## config.mk

```make
export PLATFORM = sky130hd
export DESIGN_NAME = exe_muldiv_unit
export DESIGN_NICKNAME = d
export VERILOG_FILES = /design/src/rtl/exe_muldiv_unit.sv
export SDC_FILE = /design/constraint.sdc
export NUM_CORES = 1
export LEC_CHECK = 0
export BUFFER_PORTS_ARGS = -buffer_cell sky130_fd_sc_hd__buf_2
export CAP_MARGIN = 20
export CORE_MARGIN = 4
export CORE_UTILIZATION = 45
export CTS_CLUSTER_DIAMETER = 40
export CTS_CLUSTER_SIZE = 28
export DETAILED_ROUTE_END_ITERATION = 10
export GPL_TIMING_DRIVEN = 0
export PLACE_DENSITY = 0.71
export SYNTH_ARGS = -nofsm -noshare
export SYNTH_HDL_FRONTEND = slang
export SYNTH_SLANG_ARGS = --single-unit
```

## constraint.sdc

```tcl
create_clock -name clk -period 10.4 [get_ports clk]
set_clock_uncertainty 0.2 [all_clocks]
set_input_delay 0.52 -clock clk [delete_from_list [all_inputs] [get_ports clk]]
set_output_delay 0.52 -clock clk [all_outputs]
set_load 0.02 [all_outputs]
```

## src/rtl/exe_muldiv_unit.sv

```systemverilog
// Iterative RV32M multiply/divide unit for the EXE stage: one-bit-per-cycle
// shift-add multiply and restoring divide, with a stall request while it runs.
module exe_muldiv_unit #(
   parameter int XLEN  = 32,
   parameter int CNT_W = 6
) (
   input  logic            clk,
   input  logic            rst,
   input  logic            start_i,
   input  logic [2:0]      op_i,
   input  logic [XLEN-1:0] dataA_i,
   input  logic [XLEN-1:0] dataB_i,
   input  logic            flush_i,
   output logic            busy_o,
   output logic            done_o,
   output logic [XLEN-1:0] result_o
);

   typedef enum logic [1:0] {
      S_IDLE = 2'd0,
      S_MUL  = 2'd1,
      S_DIV  = 2'd2,
      S_DONE = 2'd3
   } state_t;

   localparam logic [XLEN-1:0] ZERO_X = {XLEN{1'b0}};
   localparam logic [XLEN-1:0] ONES_X = {XLEN{1'b1}};
   localparam logic [XLEN-1:0] MIN_X  = {1'b1, {(XLEN-1){1'b0}}};

   function automatic logic [XLEN-1:0] f_neg(input logic [XLEN-1:0] v);
      return (~v) + {{(XLEN-1){1'b0}}, 1'b1};
   endfunction

   function automatic logic [2*XLEN-1:0] f_neg2(input logic [2*XLEN-1:0] v);
      return (~v) + {{(2*XLEN-1){1'b0}}, 1'b1};
   endfunction

   state_t              r_state;
   state_t              w_state_nxt;
   logic [2:0]          r_op;
   logic [CNT_W-1:0]    r_cnt;
   logic [2*XLEN-1:0]   r_acc;
   logic [XLEN-1:0]     r_opb;
   logic                r_neg_res;
   logic                r_neg_rem;
   logic [XLEN-1:0]     r_result;

   logic                w_accept;
   logic                w_last;
   logic                w_a_signed;
   logic                w_b_signed;
   logic                w_a_neg;
   logic                w_b_neg;
   logic [XLEN-1:0]     w_a_mag;
   logic [XLEN-1:0]     w_b_mag;
   logic                w_div0;
   logic                w_ovf;
   logic [XLEN:0]       w_mul_add;
   logic [XLEN:0]       w_mul_sum;
   logic [2*XLEN-1:0]   w_mul_nxt;
   logic [XLEN:0]       w_rem_sh;
   logic [XLEN:0]       w_trial;
   logic                w_ge;
   logic [2*XLEN-1:0]   w_div_nxt;
   logic [2*XLEN-1:0]   w_prod;
   logic [XLEN-1:0]     w_quo;
   logic [XLEN-1:0]     w_rem;
   logic [XLEN-1:0]     w_final;

   assign w_accept = start_i & ~flush_i;
   assign w_last   = (r_cnt == CNT_W'(XLEN-1));

   // Operand signedness, magnitudes and division special-case detection at accept
   always_comb begin
      w_a_signed = (op_i == 3'd1) || (op_i == 3'd2) || (op_i == 3'd4) || (op_i == 3'd6);
      w_b_signed = (op_i == 3'd1) || (op_i == 3'd4) || (op_i == 3'd6);
      w_a_neg    = w_a_signed & dataA_i[XLEN-1];
      w_b_neg    = w_b_signed & dataB_i[XLEN-1];
      w_a_mag    = w_a_neg ? f_neg(dataA_i) : dataA_i;
      w_b_mag    = w_b_neg ? f_neg(dataB_i) : dataB_i;
      w_div0     = op_i[2] && (dataB_i == ZERO_X);
      w_ovf      = op_i[2] && !op_i[0] && (dataA_i == MIN_X) && (dataB_i == ONES_X);
   end

   // One iteration of each datapath plus sign correction and result selection
   always_comb begin
      w_mul_add = r_acc[0] ? {1'b0, r_opb} : {(XLEN+1){1'b0}};
      w_mul_sum = {1'b0, r_acc[2*XLEN-1:XLEN]} + w_mul_add;
      w_mul_nxt = {w_mul_sum, r_acc[XLEN-1:1]};
      // remainder needs XLEN+1 bits after the shift when the divisor MSB is set
      w_rem_sh  = r_acc[2*XLEN-1:XLEN-1];
      w_trial   = w_rem_sh - {1'b0, r_opb};
      w_ge      = ~w_trial[XLEN];
      w_div_nxt = {(w_ge ? w_trial[XLEN-1:0] : w_rem_sh[XLEN-1:0]), r_acc[XLEN-2:0], w_ge};
      w_prod    = r_neg_res ? f_neg2(w_mul_nxt) : w_mul_nxt;
      w_quo     = r_neg_res ? f_neg(w_div_nxt[XLEN-1:0]) : w_div_nxt[XLEN-1:0];
      w_rem     = r_neg_rem ? f_neg(w_div_nxt[2*XLEN-1:XLEN]) : w_div_nxt[2*XLEN-1:XLEN];
      case (r_op)
         3'd0:                 w_final = w_prod[XLEN-1:0];
         3'd1, 3'd2, 3'd3:     w_final = w_prod[2*XLEN-1:XLEN];
         3'd4, 3'd5:           w_final = w_quo;
         3'd6, 3'd7:           w_final = w_rem;
         default:              w_final = ZERO_X;
      endcase
   end

   // Next-state logic; flush always returns to IDLE
   always_comb begin
      w_state_nxt = r_state;
      case (r_state)
         S_IDLE: begin
            if (w_accept) begin
               if (w_div0 || w_ovf) begin
                  w_state_nxt = S_DONE;
               end else if (op_i[2]) begin
                  w_state_nxt = S_DIV;
               end else begin
                  w_state_nxt = S_MUL;
               end
            end else begin
               w_state_nxt = S_IDLE;
            end
         end
         S_MUL, S_DIV: begin
            if (flush_i) begin
               w_state_nxt = S_IDLE;
            end else if (w_last) begin
               w_state_nxt = S_DONE;
            end else begin
               w_state_nxt = r_state;
            end
         end
         S_DONE:  w_state_nxt = S_IDLE;
         default: w_state_nxt = S_IDLE;
      endcase
   end

   // State register
   always_ff @(posedge clk or negedge rst) begin
      if (!rst) begin
         r_state <= S_IDLE;
      end else begin
         r_state <= w_state_nxt;
      end
   end

   // Operand latch, iteration and result registers
   always_ff @(posedge clk or negedge rst) begin
      if (!rst) begin
         r_op      <= 3'd0;
         r_cnt     <= {CNT_W{1'b0}};
         r_acc     <= {(2*XLEN){1'b0}};
         r_opb     <= ZERO_X;
         r_neg_res <= 1'b0;
         r_neg_rem <= 1'b0;
         r_result  <= ZERO_X;
      end else begin
         case (r_state)
            S_IDLE: begin
               if (w_accept) begin
                  r_op      <= op_i;
                  r_cnt     <= {CNT_W{1'b0}};
                  r_neg_res <= w_a_neg ^ w_b_neg;
                  r_neg_rem <= w_a_neg;
                  if (op_i[2]) begin
                     r_acc <= {ZERO_X, w_a_mag};
                     r_opb <= w_b_mag;
                  end else begin
                     r_acc <= {ZERO_X, w_b_mag};
                     r_opb <= w_a_mag;
                  end
                  if (w_div0) begin
                     r_result <= op_i[1] ? dataA_i : ONES_X;
                  end else if (w_ovf) begin
                     r_result <= op_i[1] ? ZERO_X : MIN_X;
                  end
               end
            end
            S_MUL, S_DIV: begin
               if (!flush_i) begin
                  r_acc <= (r_state == S_MUL) ? w_mul_nxt : w_div_nxt;
                  r_cnt <= r_cnt + {{(CNT_W-1){1'b0}}, 1'b1};
                  if (w_last) begin
                     r_result <= w_final;
                  end
               end
            end
            default: begin
            end
         endcase
      end
   end

   assign busy_o   = (r_state == S_MUL) || (r_state == S_DIV);
   assign done_o   = (r_state == S_DONE);
   assign result_o = r_result;

endmodule
```

==> run_results.csv <==
group,metric,value,unit
status,status,"finished clean",
global_route,gr-usage-met3,8.975,%
power,power.share.switching,61.24,%
logic_synthesis,synth_mux_area_share,4.810,%
floorplanning,fp-row-count,72,
power,ir_drop,0.2022,mV
logic_synthesis,synth_nets,2607,
timing,post-route-period-util,70.28,%
final_layout,fillCellCount,3954,
route,wl,89660,um
logic_synthesis,synth_top_family_by_area,"compound AO/OA/AOI/OAI gates",
timing,clock.fmax,0.1368,GHz
logic_synthesis,yosys.area.top_type_share,19.98,%
final_layout,area_growth_syn_to_layout,10.75,%
setup_path,crit_path_max_incr_delay,590,ps
timing,rsz0062_at_grt,"false",
logic_synthesis,yosys.area_share.simple,22.54,%
logic_synthesis,ys_seq_elements,141,
worst_hold_path,worstHoldStart,"flush_i",
power,seqPwrFrac,13.8,%
route,firstDrtPassIters,6,
route,ant_nets,0,
final_layout,drive_gt1_share,9.108,%
global_route,grt_pass1_vias,19490,
logic_synthesis,syn_area,17660,um^2
cts,cts_buffer_depth,2,
floorplanning,io_pins,105,
power,p_int,3.036,mW
placement,io_buffers,104,
global_route,antenna_found_initial,3,
cts,cts_tree,"done",
setup_path,crit_required,10540,ps
route,viasPerCell,6.747,
run,maxCapViolCount,0,
timing,setup_viol,0,
timing,slew_headroom,22.89,%
floorplanning,dieArea,42480,um^2
global_route,grt_util_met1,55.91,%
logic_synthesis,ys.flop_type,"dfrtp_1",
floorplanning,die_w,206.1,um
global_route,grt_max_degree,99,
logic_synthesis,synthAdderAreaFrac,5.540,%
global_route,overflow,0,
logic_synthesis,async_reset_ff_share,100.0,%
logic_synthesis,synth_cell_types,96,
route,drc,0,
power,comb_power_share,77.3,%
logic_synthesis,syn_avg_cell_area,7.183,um^2
setup_path,worstSetupStartpoint,"r_acc[31]",
logic_synthesis,synth_area_leaders,"dfrtp_1, o21ai_0, a21oi_1, xnor2_1, nor2_1",
setup_path,crit_path_top_delay_cell,"or4_1",
power,leakagePower,7.930,nW
cts,cts_inserted_buffers,17,
timing,hold_viol,0,
logic_synthesis,yosysSeqAreaShare,19.98,%
power,p_per_area,400.4,nW/um^2
floorplanning,die_y,206.1,um
route,wl_per_cell,28.73,um
floorplanning,core_area,38740,um^2
worst_hold_path,hp-class,"in2reg",
setup_path,cp_max_fo,10,
logic_synthesis,synth_warnings,0,
timing,fin_tns_setup,0,ps
global_route,met2_usage,61.87,%
cts,worstSkewPairLatency,480,ps
logic_synthesis,synth_cells,2459,
timing,layout_min_cycle_time,7309,ps
setup_path,reg2reg_from,"r_acc[31]",
cts,htreeDepth,4,
floorplanning,initial_core_util,45.59,%
global_route,busiest_layer,"met2",
logic_synthesis,yosysMostFrequentCell,"o21ai_0",
route,dr_total_vias,21060,
cts,cts.clk_slew.worst_paths,70,ps
route,drt_iter0_markers,3163,
final_layout,utilization,50.50,%
logic_synthesis,synth_area_leader_cell,"dfrtp_1",
logic_synthesis,post_synth_xor_area_fraction,9.719,%
setup_path,crit_chain,"inv_1 > ha_1 > inv_1 > fa_1 > a211oi_1 > o31ai_1 > o21ai_1 > a21oi_1 > o221a_2 > buf_4 > nor2_2 > inv_2 > buf_1 > mux2i_1 > ha_1 > a21bo_2 > buf_1 > or4_1 > o311a_1 > o21ai_0 > a21oi_1",
global_route,grt_util_all_layers,41.20,%
logic_synthesis,synth_edf_count,0,
final_layout,fin_nets,2737,
setup_path,arrival,7450,ps
power,netSwitchingPower,4.797,mW
setup_path,worstSetupPathType,"reg2reg",
logic_synthesis,synth-compound-area-share,31.69,%
logic_synthesis,synthTopCellsByCount,"o21ai_0, nor2_1, nand2_1",
setup_path,worstSetupStartpointType,"register",
cts,cts.sinks,141,
placement,hpwl,73390,um
placement,place.gp.congestion,1.038,
timing,report.final.slew_viol_count,0,
global_route,grt_pass1_wl,129800,um
power,clockPowerShare,8.9,%
timing,worstMarginPinSlew,1139,ps
setup_path,end_kind,"register",
cts,cts_root_buf,"clkbuf_16",
[cell type report]
class | instances | area, um^2 | share of cell area [%]
Clock buffer | 17 | 425.4 | 2.175
Antenna cell | 1 | 2.502 | 0.01279
Clock inverter | 15 | 216.5 | 1.107
Inverter | 74 | 277.8 | 1.420
Tap cell | 518 | 648.1 | 3.313
Timing Repair Buffer | 111 | 599.3 | 3.064
Multi-Input combinational cell | 2059 | 13130 | 67.13
Sequential cell | 141 | 3528 | 18.04
Buffer | 185 | 732.0 | 3.742
[cells by family (layout without fill, tap and decap cells)]
| logic type | Yosys count | count (layout) |
|---|---|---|
| compound gates | 879 | 879 |
| simple gates | 826 | 826 |
| buf+inv | 259 | 402 |
| xor+xnor | 196 | 196 |
| flops | 141 | 141 |
| mux | 81 | 81 |
| fa+ha+maj | 77 | 77 |
| other cells | 0 | 1 |
[per-layer routing]
layer | share of wire, % | vias up
met3 | 12 | 268
li1 | - | 9307
met5 | 0 | -
met1 | 40 | 10050
met4 | 6.2 | 0
met2 | 42 | 1435
[metrics by stage]
stage	setup WS [ps]	cell area, um^2	hold WS (ps)	total power [mW]	instances
after CTS	3389	19560	83.65	7.548	3120
after global routing	2848	19560	112.4	8.185	3120
final	3091	19560	93.84	7.833	3121
after global placement	2704	18830	263.4	6.772	3081
after detailed placement	3407	18910	271.9	6.834	3087
after floorplan	5206	17660	24.41	4.808	2459
[final timing paths]
check / slack, ps / cells after the start / to
max in group asynchronous: 8760 / 3 / r_opb[31]
setup reg to reg: 3090 / 21 / result_o[26]
setup / recovery: 3090 / 21 / result_o[26]
hold reg to reg: 280 / 2 / r_opb[30]
hold / removal: 90 / 2 / r_state[1]
min in group asynchronous: 350 / 2 / result_o[19]
[flip-flops by register name (all words and copies together), names as in the netlist]
register and flops:
r_op 3, r_acc 64, r_neg_rem 1, r_neg_res 1, result_o 32, r_state 2, r_cnt 6, r_opb 32
[placed cells by master (no fill, tap or decap), types with 42 or more instances in the layout]
cell and count:
o21ai_0 267, nor2_1 252, nand2_1 248, a21oi_1 215, clkbuf_1 162, dfrtp_1 141, xnor2_1 116, buf_2 114
xor2_1 80, ha_1 75, inv_1 71, nor3_1 64, a211oi_1 58, mux2i_1 50, nand3_1 42
[critical path: cells and delay by family, from the launching register on]
kind | cells | cell delay [ps]
mux | 1 | 440
compound gates | 9 | 2510
flops | 1 | 490
buf+inv | 6 | 1550
simple gates | 2 | 970
fa+ha+maj | 3 | 990
[power groups by stage]
stage          Clock [mW]  Sequential (mW)  Combinational (mW)
2_1_floorplan           0             1.00                3.81
3_3_place_gp            0             1.06                5.72
3_5_place_dp            0             1.06                5.77
4_1_cts             0.691             1.06                5.80
5_1_grt             0.710             1.09                6.39
6_report            0.699             1.08                6.06
[timing repair]
action,4_1_cts,5_1_grt
hold buffers,1,0
gates resized for setup,0,0
endpoints found under the hold margin,43,0
setup buffers,0,0
Note: power is estimated with default switching activity, not from simulation.
